File: src/rtl/sd_spi_responder_if.sv
`timescale 1ns/1ps
`default_nettype none
// ============================================================================
// Module   : sd_spi_responder_if
// Purpose  : SPI link and external block-memory port of the SD SPI responder.
// Revision : 1.0 - initial release
// ============================================================================
interface sd_spi_responder_if;
   logic        SCLK;
   logic        MOSI;
   logic        CS;
   logic        MISO;
   logic [31:0] MEM_BLK;
   logic [8:0]  MEM_IDX;
   logic        MEM_RD_STB;
   logic [7:0]  MEM_RD_DATA;
   logic        MEM_WR_STB;
   logic [7:0]  MEM_WR_DATA;
   logic        IDLE_FLAG;

   modport slave (
      input  SCLK, MOSI, CS, MEM_RD_DATA,
      output MISO, MEM_BLK, MEM_IDX, MEM_RD_STB, MEM_WR_STB, MEM_WR_DATA, IDLE_FLAG
   );

   modport master (
      output SCLK, MOSI, CS, MEM_RD_DATA,
      input  MISO, MEM_BLK, MEM_IDX, MEM_RD_STB, MEM_WR_STB, MEM_WR_DATA, IDLE_FLAG
   );
endinterface
`default_nettype wire

File: src/rtl/sd_spi_responder.sv
`timescale 1ns/1ps
`default_nettype none
// ============================================================================
// Module   : sd_spi_responder
// Purpose  : SD-card SPI-mode card model: command decode, R1/R3/R7 replies,
//            single-block read/write against an external byte memory.
// Revision : 1.0 - initial release
// ============================================================================
module sd_spi_responder #(
   parameter int NCR_BYTES    = 1,
   parameter int INIT_RETRIES = 2,
   parameter int READ_GAP     = 2,
   parameter int BUSY_BYTES   = 4
) (
   input  logic              CLOCK50,
   input  logic              RESET,
   sd_spi_responder_if.slave bus
);
   localparam logic [7:0] RETRY_LIM = 8'(INIT_RETRIES);
   localparam logic [9:0] NCR_LAST  = 10'(NCR_BYTES - 1);
   localparam logic [9:0] GAP_LAST  = 10'(READ_GAP - 1);
   localparam logic [9:0] BUSY_LAST = 10'(BUSY_BYTES - 1);
   localparam logic [1:0] MODE_NONE = 2'd0;
   localparam logic [1:0] MODE_RD   = 2'd1;
   localparam logic [1:0] MODE_WR   = 2'd2;

   typedef enum logic [3:0] {
      WAIT_CMD, RX_CMD, RESP, RD_GAP, RD_TOKEN, RD_DATA, RD_CRC,
      WR_TOKEN, WR_DATA, WR_CRC, WR_DRESP, WR_BUSY
   } state_t;

   state_t      state_q;
   logic [1:0]  sclk_sync_q, mosi_sync_q, cs_sync_q;
   logic        sclk_prev_q;
   logic [2:0]  bit_cnt_q;
   logic [6:0]  rx_shift_q;
   logic [7:0]  tx_shift_q, tx_next_q;
   logic        load_pend_q;
   logic [5:0]  cmd_q;
   logic [31:0] arg_q;
   logic [9:0]  cnt_q;
   logic [39:0] resp_q;
   logic [2:0]  resp_left_q;
   logic [1:0]  mode_q;
   logic        idle_q, app_q;
   logic [7:0]  retry_q;
   logic        rd_req_q, rd_cap_q;
   logic [7:0]  rd_byte_q;
   logic [31:0] blk_q;
   logic [8:0]  idx_q;
   logic        rd_stb_q, wr_stb_q;
   logic [7:0]  wr_data_q;

   logic        w_cs, w_mosi, w_rise, w_fall, w_byte_done;
   logic [7:0]  w_rx_byte;
   logic [39:0] w_resp;
   logic [2:0]  w_resp_len;
   logic [1:0]  w_mode;

   assign w_cs        = cs_sync_q[1];
   assign w_mosi      = mosi_sync_q[1];
   assign w_rise      = sclk_sync_q[1] & ~sclk_prev_q;
   assign w_fall      = ~sclk_sync_q[1] & sclk_prev_q;
   assign w_byte_done = w_rise & (bit_cnt_q == 3'd7) & ~w_cs;
   assign w_rx_byte   = {rx_shift_q, w_mosi};

   // Response for the command whose CRC byte is completing; R1 is the MSB byte.
   always_comb begin
      w_resp     = {5'b0, 1'b1, 1'b0, idle_q, 32'h0};
      w_resp_len = 3'd1;
      w_mode     = MODE_NONE;
      case (cmd_q)
         6'd0:  w_resp[39:32] = 8'h01;
         6'd8:  begin
            w_resp     = {7'b0, idle_q, 8'h00, 8'h00, 4'h0, arg_q[11:8], arg_q[7:0]};
            w_resp_len = 3'd5;
         end
         6'd55: w_resp[39:32] = {7'b0, idle_q};
         6'd41: if (app_q) w_resp[39:32] = (retry_q < RETRY_LIM) ? 8'h01 : 8'h00;
         6'd58: begin
            w_resp     = {7'b0, idle_q, 8'hC0, 8'hFF, 8'h80, 8'h00};
            w_resp_len = 3'd5;
         end
         6'd17, 6'd24: begin
            if (idle_q) begin
               w_resp[39:32] = 8'h05;
            end else begin
               w_resp[39:32] = 8'h00;
               w_mode        = (cmd_q == 6'd17) ? MODE_RD : MODE_WR;
            end
         end
         default: ;
      endcase
   end

   always_ff @(posedge CLOCK50 or negedge RESET) begin
      if (!RESET) begin
         state_q     <= WAIT_CMD;
         sclk_sync_q <= 2'b00;
         mosi_sync_q <= 2'b11;
         cs_sync_q   <= 2'b11;
         sclk_prev_q <= 1'b0;
         bit_cnt_q   <= 3'd0;
         rx_shift_q  <= 7'h00;
         tx_shift_q  <= 8'hFF;
         tx_next_q   <= 8'hFF;
         load_pend_q <= 1'b0;
         cmd_q       <= 6'd0;
         arg_q       <= 32'h0;
         cnt_q       <= 10'd0;
         resp_q      <= 40'h0;
         resp_left_q <= 3'd0;
         mode_q      <= MODE_NONE;
         idle_q      <= 1'b1;
         app_q       <= 1'b0;
         retry_q     <= 8'd0;
         rd_req_q    <= 1'b0;
         rd_cap_q    <= 1'b0;
         rd_byte_q   <= 8'h00;
         blk_q       <= 32'h0;
         idx_q       <= 9'd0;
         rd_stb_q    <= 1'b0;
         wr_stb_q    <= 1'b0;
         wr_data_q   <= 8'h00;
      end else begin
         sclk_sync_q <= {sclk_sync_q[0], bus.SCLK};
         mosi_sync_q <= {mosi_sync_q[0], bus.MOSI};
         cs_sync_q   <= {cs_sync_q[0], bus.CS};
         sclk_prev_q <= sclk_sync_q[1];
         rd_stb_q    <= 1'b0;
         wr_stb_q    <= 1'b0;
         rd_cap_q    <= rd_stb_q;
         if (rd_cap_q) rd_byte_q <= bus.MEM_RD_DATA;

         if (w_cs) begin
            state_q     <= WAIT_CMD;
            bit_cnt_q   <= 3'd0;
            tx_shift_q  <= 8'hFF;
            load_pend_q <= 1'b0;
            rd_req_q    <= 1'b0;
         end else begin
            if (w_fall) begin
               if (load_pend_q) begin
                  tx_shift_q  <= tx_next_q;
                  load_pend_q <= 1'b0;
                  // Memory fetch is launched as the preceding byte goes out.
                  if (rd_req_q) begin
                     rd_stb_q <= 1'b1;
                     rd_req_q <= 1'b0;
                  end
               end else begin
                  tx_shift_q <= {tx_shift_q[6:0], 1'b1};
               end
            end
            if (w_rise) begin
               bit_cnt_q  <= bit_cnt_q + 3'd1;
               rx_shift_q <= {rx_shift_q[5:0], w_mosi};
            end
            if (w_byte_done) begin
               load_pend_q <= 1'b1;
               tx_next_q   <= 8'hFF;
               case (state_q)
                  WAIT_CMD: begin
                     if (w_rx_byte[7:6] == 2'b01) begin
                        cmd_q   <= w_rx_byte[5:0];
                        cnt_q   <= 10'd0;
                        state_q <= RX_CMD;
                     end
                  end
                  RX_CMD: begin
                     if (cnt_q == 10'd4) begin
                        resp_q      <= w_resp;
                        resp_left_q <= w_resp_len;
                        mode_q      <= w_mode;
                        cnt_q       <= NCR_LAST;
                        state_q     <= RESP;
                        app_q       <= (cmd_q == 6'd55);
                        if (w_mode != MODE_NONE) blk_q <= arg_q;
                        if (cmd_q == 6'd0) begin
                           idle_q  <= 1'b1;
                           retry_q <= 8'd0;
                        end
                        if (cmd_q == 6'd41 && app_q) begin
                           if (retry_q < RETRY_LIM) retry_q <= retry_q + 8'd1;
                           else                     idle_q  <= 1'b0;
                        end
                     end else begin
                        arg_q <= {arg_q[23:0], w_rx_byte};
                        cnt_q <= cnt_q + 10'd1;
                     end
                  end
                  RESP: begin
                     if (cnt_q != 10'd0) begin
                        cnt_q <= cnt_q - 10'd1;
                     end else if (resp_left_q != 3'd0) begin
                        tx_next_q   <= resp_q[39:32];
                        resp_q      <= {resp_q[31:0], 8'h00};
                        resp_left_q <= resp_left_q - 3'd1;
                     end else if (mode_q == MODE_RD) begin
                        if (READ_GAP == 0) begin
                           tx_next_q <= 8'hFE;
                           idx_q     <= 9'd0;
                           rd_req_q  <= 1'b1;
                           state_q   <= RD_TOKEN;
                        end else begin
                           cnt_q   <= GAP_LAST;
                           state_q <= RD_GAP;
                        end
                     end else if (mode_q == MODE_WR) begin
                        state_q <= WR_TOKEN;
                     end else begin
                        state_q <= WAIT_CMD;
                     end
                  end
                  RD_GAP: begin
                     if (cnt_q != 10'd0) begin
                        cnt_q <= cnt_q - 10'd1;
                     end else begin
                        tx_next_q <= 8'hFE;
                        idx_q     <= 9'd0;
                        rd_req_q  <= 1'b1;
                        state_q   <= RD_TOKEN;
                     end
                  end
                  RD_TOKEN: begin
                     tx_next_q <= rd_byte_q;
                     idx_q     <= 9'd1;
                     rd_req_q  <= 1'b1;
                     cnt_q     <= 10'd0;
                     state_q   <= RD_DATA;
                  end
                  RD_DATA: begin
                     if (cnt_q == 10'd511) begin
                        cnt_q   <= 10'd0;
                        state_q <= RD_CRC;
                     end else begin
                        tx_next_q <= rd_byte_q;
                        cnt_q     <= cnt_q + 10'd1;
                        if (cnt_q != 10'd510) begin
                           idx_q    <= cnt_q[8:0] + 9'd2;
                           rd_req_q <= 1'b1;
                        end
                     end
                  end
                  RD_CRC: begin
                     if (cnt_q == 10'd0) cnt_q   <= 10'd1;
                     else                state_q <= WAIT_CMD;
                  end
                  WR_TOKEN: begin
                     if (w_rx_byte == 8'hFE) begin
                        cnt_q   <= 10'd0;
                        state_q <= WR_DATA;
                     end
                  end
                  WR_DATA: begin
                     wr_stb_q  <= 1'b1;
                     wr_data_q <= w_rx_byte;
                     idx_q     <= cnt_q[8:0];
                     if (cnt_q == 10'd511) begin
                        cnt_q   <= 10'd0;
                        state_q <= WR_CRC;
                     end else begin
                        cnt_q <= cnt_q + 10'd1;
                     end
                  end
                  WR_CRC: begin
                     if (cnt_q == 10'd0) begin
                        cnt_q <= 10'd1;
                     end else begin
                        tx_next_q <= 8'h05;
                        state_q   <= WR_DRESP;
                     end
                  end
                  WR_DRESP: begin
                     if (BUSY_BYTES == 0) begin
                        state_q <= WAIT_CMD;
                     end else begin
                        tx_next_q <= 8'h00;
                        cnt_q     <= BUSY_LAST;
                        state_q   <= WR_BUSY;
                     end
                  end
                  WR_BUSY: begin
                     if (cnt_q != 10'd0) begin
                        tx_next_q <= 8'h00;
                        cnt_q     <= cnt_q - 10'd1;
                     end else begin
                        state_q <= WAIT_CMD;
                     end
                  end
                  default: state_q <= WAIT_CMD;
               endcase
            end
         end
      end
   end

   assign bus.MISO        = tx_shift_q[7];
   assign bus.MEM_BLK     = blk_q;
   assign bus.MEM_IDX     = idx_q;
   assign bus.MEM_RD_STB  = rd_stb_q;
   assign bus.MEM_WR_STB  = wr_stb_q;
   assign bus.MEM_WR_DATA = wr_data_q;
   assign bus.IDLE_FLAG   = idle_q;
endmodule
`default_nettype wire

File: src/flat_wrapper.sv
// flat-port wrapper written by rule: the top's interface ports become plain ports
module sd_spi_responder_flat 
#(
   parameter int NCR_BYTES    = 1,
   parameter int INIT_RETRIES = 2,
   parameter int READ_GAP     = 2,
   parameter int BUSY_BYTES   = 4
)
  (CLOCK50, RESET, bus_SCLK, bus_MOSI, bus_CS, bus_MEM_RD_DATA, bus_MISO, bus_MEM_BLK, bus_MEM_IDX, bus_MEM_RD_STB, bus_MEM_WR_STB, bus_MEM_WR_DATA, bus_IDLE_FLAG);
  sd_spi_responder_if bus_i ();
  input  logic CLOCK50;
  input  logic RESET;
  input wire logic [$bits(bus_i.SCLK)-1:0] bus_SCLK;
  input wire logic [$bits(bus_i.MOSI)-1:0] bus_MOSI;
  input wire logic [$bits(bus_i.CS)-1:0] bus_CS;
  input wire logic [$bits(bus_i.MEM_RD_DATA)-1:0] bus_MEM_RD_DATA;
  output wire logic [$bits(bus_i.MISO)-1:0] bus_MISO;
  output wire logic [$bits(bus_i.MEM_BLK)-1:0] bus_MEM_BLK;
  output wire logic [$bits(bus_i.MEM_IDX)-1:0] bus_MEM_IDX;
  output wire logic [$bits(bus_i.MEM_RD_STB)-1:0] bus_MEM_RD_STB;
  output wire logic [$bits(bus_i.MEM_WR_STB)-1:0] bus_MEM_WR_STB;
  output wire logic [$bits(bus_i.MEM_WR_DATA)-1:0] bus_MEM_WR_DATA;
  output wire logic [$bits(bus_i.IDLE_FLAG)-1:0] bus_IDLE_FLAG;
  assign bus_i.SCLK = bus_SCLK;
  assign bus_i.MOSI = bus_MOSI;
  assign bus_i.CS = bus_CS;
  assign bus_i.MEM_RD_DATA = bus_MEM_RD_DATA;
  assign bus_MISO = bus_i.MISO;
  assign bus_MEM_BLK = bus_i.MEM_BLK;
  assign bus_MEM_IDX = bus_i.MEM_IDX;
  assign bus_MEM_RD_STB = bus_i.MEM_RD_STB;
  assign bus_MEM_WR_STB = bus_i.MEM_WR_STB;
  assign bus_MEM_WR_DATA = bus_i.MEM_WR_DATA;
  assign bus_IDLE_FLAG = bus_i.IDLE_FLAG;
  sd_spi_responder #(.NCR_BYTES(NCR_BYTES), .INIT_RETRIES(INIT_RETRIES), .READ_GAP(READ_GAP), .BUSY_BYTES(BUSY_BYTES)) u_core (.CLOCK50(CLOCK50), .RESET(RESET), .bus(bus_i));
endmodule
File: config.mk
export PLATFORM = sky130hd
export DESIGN_NAME = sd_spi_responder_flat
export DESIGN_NICKNAME = d
export VERILOG_FILES = /design/src/rtl/sd_spi_responder_if.sv /design/src/rtl/sd_spi_responder.sv /design/src/flat_wrapper.sv
export SDC_FILE = /design/constraint.sdc
export NUM_CORES = 1
export LEC_CHECK = 0
export ABC_CLOCK_PERIOD_IN_PS = 5150
export CELL_PAD_IN_SITES_DETAIL_PLACEMENT = 0
export CELL_PAD_IN_SITES_GLOBAL_PLACEMENT = 1
export CORE_UTILIZATION = 50
export CTS_BUF_LIST = sky130_fd_sc_hd__clkbuf_8 sky130_fd_sc_hd__clkbuf_16
export CTS_CLUSTER_DIAMETER = 150
export DETAILED_ROUTE_END_ITERATION = 8
export MAX_ROUTING_LAYER = met4
export PLACE_DENSITY_LB_ADDON = 0.1
export SLEW_MARGIN = 0
export SYNTH_ARGS = -nofsm -noshare
export SYNTH_HDL_FRONTEND = slang
export SYNTH_SLANG_ARGS = --single-unit
File: constraint.sdc
create_clock -name CLOCK50 -period 5.15 [get_ports CLOCK50]
set_input_delay 0.515 -clock CLOCK50 [delete_from_list [all_inputs] [get_ports CLOCK50]]
set_output_delay 0.515 -clock CLOCK50 [all_outputs]
set_load 0.01 [all_outputs]
==> results of run 1 <==
-- area by class of cell --
type,count,area (µm²),share of cell area (%)
Clock buffer,27,631,5.79
Clock inverter,15,87.6,0.805
Inverter,12,45.0,0.414
Multi-Input combinational cell,673,4050,37.2
Sequential cell,202,5080,46.7
Tap cell,229,287,2.63
Timing Repair Buffer,72,707,6.49
-- where the power goes --
part           switching, mW  internal [mW]  leakage, nW
sequential            0.0489           1.62         2.73
clock                  0.651          0.878        0.389
combinational         0.0485         0.0409         1.91
total                  0.749           2.54         5.03
-- per-layer routing --
metal  GRT usage, %  part of all wire [%]  vias up
li1               -                     -     3362
met1           31.3                    45     3446
met2           37.9                    47      184
met3           2.72                   4.3       51
met4           8.42                   3.4        0
met5              -                     0        -
-- sequential cells by signal (all words and copies together) (netlist names), 2 cells and up --
register and flops:
u_core.bus.MEM_WR_DATA 8, u_core.cmd_q 6, u_core.arg_q 32, u_core.bus.MEM_IDX 9
u_core.mosi_sync_q 2, u_core.rd_byte_q 8, u_core.resp_q 40, u_core.resp_left_q 3
u_core.tx_next_q 8, u_core.state_q 4, u_core.retry_q 8, u_core.tx_shift_q 8
u_core.rx_shift_q 7, u_core.cnt_q 10, u_core.cs_sync_q 2, u_core.bit_cnt_q 3
u_core.sclk_sync_q 2, u_core.bus.MEM_BLK 32, u_core.mode_q 2
-- cells in the final DEF (no fill, tap or decap), drive strengths merged, types with 9 or more instances in the layout --
cell           instances
inv                   21
ha                    13
nand2                194
a211o                 10
a22o                   9
dfstp                 21
nand2b                 9
nand3                 13
mux2                  64
nor2                  73
clkbuf                28
dfrtp                181
nor2b                 15
mux2i                  9
clkdlybuf4s50         64
nor3                  14
o21ai                 76
a21oi                 56
-- worst max-delay path, cell delays in order, from the launching register on --
cell     delay (ps)
dfstp_2         490
nor3b_4         540
and2_1          620
nand4_2         350
or3_1           910
nand2_1         240
nand2_1          80
-- final timing paths --
check,from,to,slack [ps],depth (start not counted)
worst max-delay path,u_core.cs_sync_q[1],u_core.bus.MEM_BLK[28],1780,6
worst min-delay path,RESET,u_core.rd_byte_q[2],90,1
worst max register to register,u_core.cs_sync_q[1],u_core.bus.MEM_BLK[28],1780,6
worst min register to register,u_core.mosi_sync_q[0],u_core.mosi_sync_q[1],350,0
max in group asynchronous,RESET,u_core.resp_q[26],3790,2
min in group CLOCK50,u_core.mosi_sync_q[0],u_core.mosi_sync_q[1],350,0
-- cell families (layout without fill, tap and decap cells) --
| group | count (synthesis) | count (layout) |
|---|---|---|
| flip-flops | 202 | 202 |
| multiplexers | 73 | 73 |
| AO/OA/AOI/OAI | 202 | 202 |
| adder cells (fa/ha/maj) | 13 | 13 |
| XOR/XNOR | 10 | 10 |
| AND/OR/NAND/NOR | 375 | 375 |
| buffers and inverters | 73 | 126 |
-- stage by stage --
stage / power (mW) / instance area, µm² / util (%) / hold WS, ps
finish: 3.29 / 10900 / 59.8 / 90.4
global route: 3.40 / 10900 / 59.8 / 200
CTS: 3.33 / 10900 / 59.8 / 144
detailed placement: 1.79 / 10200 / 55.8 / 335
global placement: 1.78 / 10200 / 55.8 / 345
floorplan: 1.72 / 9450 / - / 219
==> flow_summary.json, run 1 <==
{
  "grt_max_degree": 115,
  "ios": 66,
  "cts_setup_buffers": 0,
  "portBuffers": 65,
  "ys_ff_latch": 202,
  "vias_per_cell": 5.73,
  "status": "finished, final reports clean",
  "setup_tns_ps": 0,
  "ys.flop_type": "dfrtp_1",
  "routed_wl_mm": 21.8,
  "period_minus_slack_ps": 3370,
  "cellLeakagePower_nw": 5.03,
  "numCtsBuffers": 23,
  "final_cells": 1230,
  "synth_area_leader_cell": "dfrtp_1",
  "yosys-mux-area-fraction_pct": 8.58,
  "dp_cells": 1188,
  "worstPathArrival_ps": 3770,
  "clkTransAtPathRegs_ps": 60,
  "antenna_found_initial": 0,
  "drt_iter0_drc": 623,
  "grt_pass1_vias": 7042,
  "hp-class": "in2async",
  "ys_warn_count": 0,
  "h-tree-depth": 1,
  "crit_fanout": 32,
  "drive_above_1_share_pct": 13.8,
  "n_fill_cell": 1534,
  "area_growth_pct": 15.2,
  "dp_hpwl_mm": 14.4,
  "diodes": 0,
  "synth_most_common_cell": "nand2_1",
  "dr.pass1.iters": 6,
  "synth_fp_nets": 974,
  "finalClockSkew_ps": 7.72,
  "drv_cap": 0,
  "peakVddDrop_mv": 0.260,
  "worst_setup_path_start_kind": "flop",
  "netlist.area_leader.share_pct": 47.9,
  "vias": 7043,
  "synth_commonest_cells": "nand2_1, dfrtp_1, nor2_1, o21ai_0, mux2_2",
  "cts.path.max_buffers": 3,
  "fp.dieH_um": 139,
  "hold_viol": 0,
  "ant_nets": 0,
  "pre_cts_ws_ps": 1750,
  "required_ps": 5550,
  "yosysSeqAreaShare_pct": 53.8,
  "postCtsResizedCells": 0,
  "cts_tree": "done",
  "synthCells": 948,
  "drv_slew": 0,
  "ctsHoldBuffers": 0,
  "drcViolationCount": 0,
  "grt.overflow.total": 0,
  "synth-compound-area-share_pct": 13.1,
  "clockRootBuffer": "clkbuf_16",
  "synth_fa_ha_area_share_pct": 1.72,
  "insertion_delay_ps": 520,
  "worst_setup_path_end_kind": "flop",
  "fmax_ghz": 0.297,
  "relSlewSlack_pct": 20.4,
  "core-area_mm2": 0.0182,
  "p_per_area_mw_per_mm2": 302,
  "yosys.area_share.xor_xnor_pct": 0.927,
  "synthDistinctLibCells": 68,
  "crit_type": "reg2reg",
  "synth_area_leaders": "dfrtp_1, nand2_1, mux2_2",
  "async_flop_share_pct": 100,
  "fin_ws_ps": 1780,
  "rsz0062_at_grt": "no",
  "avgSynthCellArea_um2": 9.96,
  "grt_pass1_wl_mm": 36.3,
  "fin_crit_sh_pct": 65.4,
  "synth_edf_count": 0,
  "fp.dieW_um": 139,
  "synth_top_family_by_area": "simple AND/OR/NAND/NOR gates",
  "wl_per_cell_um": 17.7,
  "track_usage_pct": 23.7,
  "num_rows": 49,
  "syn-cell-area_mm2": 0.00945,
  "start_util_pct": 51.9,
  "setup_viol": 0,
  "tightest_slew_ps": 1190,
  "dieArea_mm2": 0.0194,
  "clkSinkCount": 202,
  "nNetsFinal": 1010,
  "place_congestion": 0.939,
  "synthSimpleGateAreaFrac_pct": 18.3
}
Power figures use the tool's default switching activity.
==> run 2: changes to the inputs <==
--- a/config.mk
+++ b/config.mk
@@ -5,10 +5,10 @@
 export SDC_FILE = /design/constraint.sdc
 export NUM_CORES = 1
 export LEC_CHECK = 0
-export ABC_CLOCK_PERIOD_IN_PS = 5150
+export ABC_CLOCK_PERIOD_IN_PS = 3000
 export CELL_PAD_IN_SITES_DETAIL_PLACEMENT = 0
 export CELL_PAD_IN_SITES_GLOBAL_PLACEMENT = 1
-export CORE_UTILIZATION = 50
+export CORE_UTILIZATION = 42
 export CTS_BUF_LIST = sky130_fd_sc_hd__clkbuf_8 sky130_fd_sc_hd__clkbuf_16
 export CTS_CLUSTER_DIAMETER = 150
 export DETAILED_ROUTE_END_ITERATION = 8
==> constraint.sdc (replaced) <==
create_clock -name CLOCK50 -period 3 [get_ports CLOCK50]
set_input_delay 0.3 -clock CLOCK50 [delete_from_list [all_inputs] [get_ports CLOCK50]]
set_output_delay 0.3 -clock CLOCK50 [all_outputs]
set_load 0.01 [all_outputs]
==> run 2 against run 1 <==
Sequential share of layout area shrank 2.2 points. Highest routed layer unchanged. Fmax grew 28%. Critical path type unchanged. Die area grew 19%. Register-to-register slack lost 1400 ps. First-iteration DRC count shrank 17%. Design area grew 5.0%. Largest cell class unchanged. Hold slack gained 91 ps. Largest power group is now the clock network. Cell count grew 7.3%. Via count shrank 0.31%. Non-clock buffer count grew 37.
==> flow_summary.json, run 2 (synthesized netlist as in run 1, its figures left out) <==
{
  "register_area_mm2": 0.00508,
  "routed_wl_mm": 22.3,
  "crit_type": "reg2reg",
  "n_fill_cell": 2031,
  "worst_setup_path_start_kind": "flop",
  "ant_nets": 0,
  "worst_setup_path_end_kind": "flop",
  "drv_slew": 0,
  "top_layer": "met4",
  "relSlewSlack_pct": 41.3,
  "wl_met3_um": 949,
  "fp.dieH_um": 152,
  "place_congestion": 0.844,
  "period_minus_slack_ps": 2630,
  "postCtsResizedCells": 0,
  "cts.path.max_buffers": 3,
  "vias_per_cell": 5.32,
  "h-tree-depth": 1,
  "wl_met1_mm": 10.8,
  "fmax_ghz": 0.381,
  "status": "finished, final reports clean",
  "rsz0062_at_grt": "no",
  "start_util_pct": 43.0,
  "dieArea_mm2": 0.0231,
  "clkTransAtPathRegs_ps": 60,
  "clkSinkCount": 202,
  "hold_viol": 0,
  "antenna_found_initial": 0,
  "insertion_delay_ps": 530,
  "crit_fanout": 27,
  "portBuffers": 65,
  "regMostFlops": "u_core.resp_q",
  "mostFrequentLayoutCells": "nand2_1, dfrtp_1, o21ai_0",
  "vias": 7021,
  "wl_per_cell_um": 16.9,
  "drv_cap": 0,
  "ctsHoldBuffers": 1,
  "clockRootBuffer": "clkbuf_16",
  "grt_max_degree": 68,
  "setup_tns_ps": 0,
  "required_ps": 3390,
  "drcViolationCount": 0,
  "drive_above_1_share_pct": 17.2,
  "dp_hpwl_mm": 14.9,
  "cts_setup_buffers": 0,
  "fin_crit_sh_pct": 87.5,
  "num_rows": 54,
  "final_common_cell": "nand2_1",
  "setup_viol": 0,
  "final_cells": 1320,
  "ios": 66,
  "fin_hold_ws_ps": 181,
  "finalClockSkew_ps": 16.9,
  "grt_pass1_wl_mm": 37.4,
  "hp-class": "in2reg",
  "grt_pass1_vias": 6937,
  "dr.pass1.iters": 5,
  "largest_register_ffs": 40,
  "dp_cells": 1275,
  "worstPathArrival_ps": 3020,
  "multi_input_area_mm2": 0.00405,
  "drt_iter0_drc": 514,
  "peakVddDrop_mv": 0.432,
  "area_growth_pct": 21.0,
  "track_usage_pct": 20.5,
  "core-area_mm2": 0.0220,
  "grt.overflow.total": 0,
  "diodes": 0,
  "cts_tree": "done",
  "nNetsFinal": 1048,
  "cellLeakagePower_nw": 5.28,
  "p_per_area_mw_per_mm2": 527,
  "tightest_slew_ps": 880,
  "wl_met2_mm": 10.2,
  "numCtsBuffers": 24,
  "fp.dieW_um": 152
}
-- run 2: cell type report --
class | count | area share, %
clock buffer | 32 | 6.22
tap | 280 | 3.06
timing repair buffer | 109 | 9.29
sequential | 202 | 44.4
inverter | 12 | 0.394
clock inverter | 12 | 1.15
multi-input combinational | 673 | 35.5
-- run 2: worst paths after layout --
path / startpoint / end / slack (ps) / cells after the start
max: u_core.bit_cnt_q[0] / u_core.resp_q[24] / 370 / 7
min: bus_MOSI / u_core.mosi_sync_q[0] / 180 / 1
max reg2reg: u_core.bit_cnt_q[0] / u_core.resp_q[24] / 370 / 7
min reg2reg: u_core.mosi_sync_q[0] / u_core.mosi_sync_q[1] / 360 / 0
max in group asynchronous: RESET / u_core.resp_q[30] / 1890 / 3
min in group asynchronous: RESET / u_core.rd_byte_q[5] / 340 / 2
-- run 2: routing by layer --
| layer | track usage, % | vias to the layer above |
|---|---|---|
| met5 | - | - |
| met4 | 5.05 | 0 |
| met3 | 3.45 | 31 |
| met2 | 31.8 | 146 |
| met1 | 28.2 | 3394 |
| li1 | - | 3450 |
-- run 2: power breakdown --
group / total [mW] / internal [mW] / switching [mW]
Clock: 3.00 / 1.83 / 1.17
Combinational: 0.167 / 0.0781 / 0.0890
Sequential: 2.86 / 2.78 / 0.0762
Total: 6.03 / 4.70 / 1.33
-- run 2: critical path, stage by stage (launching register included) --
cell and delay [ps]:
dfrtp_1 400, ha_1 200, ha_1 220, and2_1 180, and4_1 280, nor2_2 700, buf_4 380, o21ai_0 130
-- run 2: stage by stage --
step	power (mW)	utilization, %	setup WS [ps]	area (µm²)
final	6.03	52.1	374	11400
after floorplan	2.95	-	449	9450
after global placement	3.08	48.2	391	10600
after CTS	6.11	52.1	348	11400
after detailed placement	3.08	48.2	373	10600
after global routing	6.24	52.1	106	11400
==> run 3: changes to the inputs <==
--- a/config.mk
+++ b/config.mk
@@ -5,10 +5,10 @@
 export SDC_FILE = /design/constraint.sdc
 export NUM_CORES = 1
 export LEC_CHECK = 0
-export ABC_CLOCK_PERIOD_IN_PS = 3000
+export ABC_CLOCK_PERIOD_IN_PS = 3300
 export CELL_PAD_IN_SITES_DETAIL_PLACEMENT = 0
 export CELL_PAD_IN_SITES_GLOBAL_PLACEMENT = 1
-export CORE_UTILIZATION = 42
+export CORE_UTILIZATION = 50
 export CTS_BUF_LIST = sky130_fd_sc_hd__clkbuf_8 sky130_fd_sc_hd__clkbuf_16
 export CTS_CLUSTER_DIAMETER = 150
 export DETAILED_ROUTE_END_ITERATION = 8
==> constraint.sdc (replaced) <==
create_clock -name CLOCK50 -period 3.3 [get_ports CLOCK50]
set_input_delay 0.33 -clock CLOCK50 [delete_from_list [all_inputs] [get_ports CLOCK50]]
set_output_delay 0.33 -clock CLOCK50 [all_outputs]
set_load 0.01 [all_outputs]
==> run 3 against run 2 <==
Power is 9.4% lower. Design area fell by 1.7%. Core utilization grew 9.7 points. Count of clock-buffer cells in the layout grew 3. Highest routed layer unchanged.
==> flow_summary.json, run 3 (synthesized netlist as in run 1, its figures left out) <==
{
  "drive_above_1_share_pct": 16.5,
  "path_cells": "inv_1, ha_1, or4b_4, nor3_2, nor2_1, a2111oi_0, buf_4, o21ai_1, o32a_1",
  "rsz0062_at_grt": "no",
  "area_growth_pct": 19.0,
  "fp.dieW_um": 139,
  "relSlewSlack_pct": 41.9,
  "setup_tns_ps": 0,
  "h-tree-depth": 1,
  "insertion_delay_ps": 520,
  "grt_pass1_wl_mm": 37.5,
  "dr.pass1.iters": 5,
  "start_util_pct": 51.9,
  "dp_cells": 1213,
  "cts_setup_buffers": 0,
  "drv_slew": 0,
  "hold_viol": 0,
  "p_per_area_mw_per_mm2": 486,
  "cts.path.max_buffers": 3,
  "top_layer": "met4",
  "period_minus_slack_ps": 2990,
  "final_cells": 1256,
  "track_usage_pct": 24.7,
  "dp_hpwl_mm": 15.3,
  "numCtsBuffers": 23,
  "wl_met2_mm": 10.8,
  "place_area_mm2": 0.0104,
  "antenna_found_initial": 0,
  "clkSinkCount": 202,
  "grt_pass1_vias": 7164,
  "status": "finished, final reports clean",
  "ant_nets": 0,
  "grt_max_degree": 81,
  "core-area_mm2": 0.0182,
  "fin_ws_ps": 310,
  "r2r_setup_slack_ps": 310,
  "cellLeakagePower_nw": 5.21,
  "peakVddDrop_mv": 0.443,
  "fin_crit_sh_pct": 90.6,
  "worstPathArrival_ps": 3430,
  "cts_tree": "done",
  "clkTransAtPathRegs_ps": 60,
  "wl_per_cell_um": 17.8,
  "worst_setup_path_end_kind": "flop",
  "diodes": 0,
  "crit_type": "reg2reg",
  "mostFrequentLayoutCells": "nand2_1, dfrtp_1, o21ai_0",
  "finalClockSkew_ps": 11.3,
  "largest_register_ffs": 40,
  "ios": 66,
  "wl_met3_um": 850,
  "dieArea_mm2": 0.0194,
  "pre_cts_ws_ps": 261,
  "wl_met1_mm": 10.1,
  "worst_setup_path_start_kind": "flop",
  "drcViolationCount": 0,
  "critPathSlowestCell": "a2111oi_0",
  "vias": 7163,
  "portBuffers": 65,
  "fp.dieH_um": 139,
  "crit_fanout": 9,
  "num_rows": 49,
  "drt_iter0_drc": 622,
  "routed_wl_mm": 22.4,
  "hp-class": "in2reg",
  "clockRootBuffer": "clkbuf_16",
  "regMostFlops": "u_core.resp_q",
  "fmax_ghz": 0.334,
  "final_common_cell": "nand2_1",
  "n_fill_cell": 1508,
  "tightest_slew_ps": 864,
  "drv_cap": 0,
  "slowest_delay_ps": 620,
  "grt.overflow.total": 0,
  "fin_area_mm2": 0.0112,
  "place_congestion": 0.935,
  "vias_per_cell": 5.70,
  "setup_viol": 0,
  "required_ps": 3740,
  "nNetsFinal": 1036
}
==> run 3: cell types whose count changed in the layout (fill, tap and decap cells not counted), moves of 2 or more <==
cell	before	now
buf_12	6	2
buf_4	37	30
clkbuf_8	9	11
inv_1	17	14
==> run 3: where the power goes <==
| part | internal, mW | switching, mW |
|---|---|---|
| logic | 0.0688 | 0.0806 |
| registers | 2.53 | 0.0730 |
| clock network | 1.68 | 1.03 |
| total | 4.28 | 1.18 |
==> run 3: repair_timing <==
action / CTS / global route
endpoints found under the hold margin: 61 / 0
resized for setup: 0 / 2
endpoints found under the setup margin: 0 / 1
hold buffers: 1 / 0
==> run 3: path summary, 6_finish.rpt <==
kind | startpoint | to | depth (start not counted)
max | u_core.cnt_q[0] | u_core.tx_next_q[6] | 9
min | bus_MOSI | u_core.mosi_sync_q[0] | 1
max reg2reg | u_core.cnt_q[0] | u_core.tx_next_q[6] | 9
min reg2reg | u_core.mosi_sync_q[0] | u_core.mosi_sync_q[1] | 0
max in group asynchronous | RESET | u_core.tx_next_q[5] | 3
min in group asynchronous | RESET | u_core.bit_cnt_q[2] | 2
==> run 3: routing by layer <==
layer | track usage [%] | vias up
met5 | - | -
met3 | 2.82 | 41
met1 | 32.5 | 3524
met4 | 8.42 | 0
met2 | 39.8 | 181
li1 | - | 3417
==> run 3: per-stage QoR <==
stage	hold WS, ps	total power, mW	utilization (%)
finish	225	5.46	61.7
global route	220	5.63	61.7
detailed placement	337	2.80	57.0
global placement	343	2.79	57.0
CTS	210	5.53	61.7
floorplan	34.4	2.68	-
==> run 3: layout make-up <==
type                    count  area [µm²]  share of cell area (%)
clock inverters             7        78.8                   0.701
clock buffers              35         763                    6.79
well taps                 229         287                    2.55
repair buffers             98         930                    8.27
multi-input cells         673        4060                    36.1
inverters                  12        45.0                   0.401
flip-flops and latches    202        5080                    45.2
==> run 3: worst max-delay path, delay by kind of cell, from the launching register on <==
| family | cells | cell delay, ps |
|---|---|---|
| buffers and inverters | 2 | 410 |
| AO/OA/AOI/OAI | 3 | 1090 |
| adder cells (fa/ha/maj) | 1 | 190 |
| flip-flops | 1 | 470 |
| AND/OR/NAND/NOR | 3 | 750 |
==> variant 1: new RTL, flow settings as in run 1 <==
Re-encode `state_t` (12 states) as one-hot, 12 bits wide.
--- a/src/rtl/sd_spi_responder.sv
+++ b/src/rtl/sd_spi_responder.sv
@@ -24,9 +24,9 @@
    localparam logic [1:0] MODE_RD   = 2'd1;
    localparam logic [1:0] MODE_WR   = 2'd2;
 
-   typedef enum logic [3:0] {
-      WAIT_CMD, RX_CMD, RESP, RD_GAP, RD_TOKEN, RD_DATA, RD_CRC,
-      WR_TOKEN, WR_DATA, WR_CRC, WR_DRESP, WR_BUSY
+   typedef enum logic [11:0] {
+      WAIT_CMD = 12'b000000000001, RX_CMD = 12'b000000000010, RESP = 12'b000000000100, RD_GAP = 12'b000000001000, RD_TOKEN = 12'b000000010000, RD_DATA = 12'b000000100000, RD_CRC = 12'b000001000000,
+      WR_TOKEN = 12'b000010000000, WR_DATA = 12'b000100000000, WR_CRC = 12'b001000000000, WR_DRESP = 12'b010000000000, WR_BUSY = 12'b100000000000
    } state_t;
 
    state_t      state_q;
Function: same outputs for any inputs over 4 cycles, from zero or initial values and one cycle with RESET low; so few cycles prove little.
==> variant 1 against run 1 <==
- sequential cell count up 8
- first-iteration DRC count shrank 37%
- utilization is 0.47 points lower
- cell area up 6.4%
- sequential share of layout area down 1.1 points
- setup slack lost 0.037 ns
- routed wire length increased by 6.4%
- total power is 7.4% higher
- sequential power grew 4%
- area after synthesis is 5.8% higher
- via count rose by 3.1%
==> variant 1: results <==
worst_setup_path:
  reg2reg_slack_ns: 1.74
  crit_arrival_ns: 3.82
  cp_max_fo: 17
  slowest_stage: "a21oi_1"
logic_synthesis:
  ys_types: 72
  synthArstFlopShare_pct: 100.0
  synth_area_leaders: "dfrtp_1, mux2_2, dfstp_2, nand2_1, o21ai_0"
  syn_nets: 966
  synth-xor-area-share_pct: 0.6133
  synth_common_cells: "dfrtp_1, nand2_1, mux2_2"
  ys_seq_area_share_pct: 52.84
  synthMuxAreaShare_pct: 11.46
  synth_compound_area_share_pct: 13.52
  synthAdderAreaFrac_pct: 1.752
global_routing:
  grt_util_all_layers_pct: 24.63
  grt_max_degree: 136
  grt_util_met3_pct: 3.832
  grtUsageMet2_pct: 38.86
  use_met1_pct: 33.37
  grt_first_pass_wirelength_mm: 38.89
detailed_routing:
  first_pass_iters: 5
  drt_iter0_drc: 394
  num_vias: 7264
  drt-met1-wl_mm: 10.72
  route.met2.wl_mm: 11.00
  wl_per_cell_um: 18.44
  wl_met3_mm: 1.053
timing:
  fmax_mhz: 293.6
  clock_skew_ns: 0.01338
  worst_pin_slew_ns: 1.206
  worst_hold_slack_ns: 0.007801
pwr:
  p_int_mw: 2.754
  p_leak_nw: 5.142
  ir_drop_uv: 245.2
  seqPwrFrac_pct: 48.9
  pg_seq_mw: 1.73
placed_design:
  placed_area_um2: 10780
  place_ws_ns: 1.795
  routabilityCongestion: 0.8966
cells_and_area:
  seq_area_um2: 5283
  nonClkBufAreaFrac_pct: 6.277
  multi_input_area_um2: 4398
  drive_above_1_share_pct: 18.51
  diodes: 0
  clkCellAreaFrac_pct: 6.914
  fin_nets: 1004
  nNonClkBuffers: 73
  inverters: 11
floorplan:
  tapCellCount: 265
run_status:
  status: "finished clean"
clocking:
  cts_made_buffers: 23
-- variant 1: changes by cell type after synthesis, moves of 10 or more --
| cell | before | now |
|---|---|---|
| a21oi_1 | 55 | 65 |
| mux2_2 | 63 | 91 |
| nand2_1 | 194 | 100 |
| nand3_1 | 13 | 32 |
| nand4_1 | 6 | 20 |
| o31ai_1 | 5 | 16 |
-- variant 1: stage by stage --
stage	cells	utilization, %
final	1259	59.31
after global routing	1259	59.31
after CTS	1259	59.31
after detailed placement	1217	55.21
after global placement	1217	55.21
after floorplan	939	-
-- variant 1: path summary, 6_finish.rpt --
path | startpoint | endpoint | cells past startpoint
min reg2reg | u_core.mosi_sync_q[0] | u_core.mosi_sync_q[1] | 0
max reg2reg | u_core.state_q[9] | u_core.cnt_q[7] | 6
max in group asynchronous | RESET | u_core.resp_q[17] | 2
max | u_core.state_q[9] | u_core.cnt_q[7] | 6
min | RESET | u_core.bus.MEM_IDX[7] | 1
min in group CLOCK50 | u_core.mosi_sync_q[0] | u_core.mosi_sync_q[1] | 0
==> variant 2: new RTL, settings of run 1 <==
Without the edit above. Reset style: synchronous (`RESET`), changed in one clocked block.
--- a/src/rtl/sd_spi_responder.sv
+++ b/src/rtl/sd_spi_responder.sv
@@ -93,7 +93,7 @@
       endcase
    end
 
-   always_ff @(posedge CLOCK50 or negedge RESET) begin
+   always_ff @(posedge CLOCK50) begin
       if (!RESET) begin
          state_q     <= WAIT_CMD;
          sclk_sync_q <= 2'b00;
Function: not settled (the Yosys comparison gave no result); the edit may change what the design does.
==> variant 2 against run 1 <==
- sequential cell count stayed put
- highest routed layer unchanged
- largest power group is now the clock network
- routed wire length rose by 1.9%
- area after synthesis shrank 7.0%
- setup slack better by 0.39 ns
- die area fell by 6.9%
- critical path depth rose by 1
- cell area decreased by 5.9%
- total power shrank 0.99%
- count of clock-buffer cells in the layout increased by 3
==> variant 2: results <==
logic_synthesis:
  synth_common_cells: "nand2_1, dfxtp_1, a21oi_1"
  synth_ff_type: "dfxtp_1"
  synth_area_leaders: "dfxtp_1, nand2_1, a21oi_1, nor2_1, mux2i_1"
  avgSynthCellArea_um2: 8.143
  ys_seq_area_share_pct: 46.03
  ys_types: 67
  syn_nets: 1106
  synthArstFlopShare_pct: 0
timing:
  worst_pin_slew_ns: 1.132
  clock_skew_ns: 0.01059
  worst_hold_slack_ns: 0.4157
cells_and_area:
  nNonClkBuffers: 78
  nonClkBufAreaFrac_pct: 7.301
  seq_share_pct: 39.46
  clkCellAreaFrac_pct: 7.557
  fin_area_um2: 10250
  multi_input_area_um2: 4315
  multi_input_gates: 773
  clkbuf_count: 30
  fill_cells: 1594
  inverters: 22
  drive_above_1_share_pct: 5.919
run_status:
  status: "finished clean"
worst_setup_path:
  reg2reg_to: "u_core.resp_left_q[0]"
  crit_arrival_ns: 3.39
  cp_max_fo: 43
  r2r-start: "u_core.state_q[0]"
  slowest_stage: "dfxtp_1"
  ff2ff_path_depth: 7
placed_design:
  placed_cells: 1300
  routabilityCongestion: 0.9279
  dp_hpwl_mm: 14.26
  placed_area_um2: 9474
  place_ws_ns: 2.242
pwr:
  p_int_mw: 2.579
  p_leak_nw: 3.446
  ir_drop_uv: 266.0
detailed_routing:
  wirelength_mm: 22.23
  first_pass_iters: 5
  drt_iter0_drc: 536
  num_vias: 7633
  viasPerCell: 5.696
clocking:
  cts_max_path_buffers: 3
  cts_made_buffers: 22
global_routing:
  grt_max_degree: 87
  antenna_found_initial: 0
  grt_pass1_vias: 6793
  grt_util_all_layers_pct: 24.77
  grt_first_pass_wirelength_mm: 35.56
worst_hold_path:
  hold_class: "register to register"
-- variant 2: cell families after synthesis --
group | count (synthesis) | share of synthesized area, %
DFF | 202 | 46.03
and+or+nand+nor | 469 | 24.64
xor gates and xnor gates | 10 | 0.9968
muxes | 35 | 4.002
AOI/OAI and AO/OA | 245 | 17.33
adders and majority gates | 14 | 1.994
buffers and inverters | 104 | 5.013
-- variant 2: how the worst max path moves through the flow --
| stage | from | end | slack (ns) | depth (start not counted) |
|---|---|---|---|---|
| 3_5_place_dp | u_core.bit_cnt_q[0] | u_core.bus.MEM_BLK[11] | 2.24 | 8 |
| 3_3_place_gp | u_core.bit_cnt_q[0] | u_core.bus.MEM_BLK[20] | 2.21 | 8 |
| 5_1_grt | u_core.bit_cnt_q[0] | u_core.bus.MEM_BLK[31] | 1.94 | 8 |
| 2_1_floorplan | u_core.cnt_q[0] | u_core.cnt_q[7] | 2.87 | 10 |
| 6_report | u_core.state_q[0] | u_core.resp_left_q[0] | 2.17 | 7 |
| 4_1_cts | u_core.bit_cnt_q[0] | u_core.bus.MEM_BLK[11] | 2.18 | 8 |
-- variant 2: layer usage --
| metal | global-route usage, % | wire, µm |
|---|---|---|
| met1 | 36.11 | 10940 |
| met2 | 36.67 | 9690 |
| met3 | 3.116 | 1328 |
| met4 | 5.119 | 271 |
| met5 | - | 0 |
-- variant 2: power by group through the flow --
stage	Clock, mW	Combinational [mW]	Sequential (mW)
after floorplan	0	0.0272	1.60
after global placement	0	0.0463	1.60
after detailed placement	0	0.0456	1.60
after CTS	1.68	0.0459	1.57
after global routing	1.74	0.0497	1.57
final	1.64	0.0455	1.57
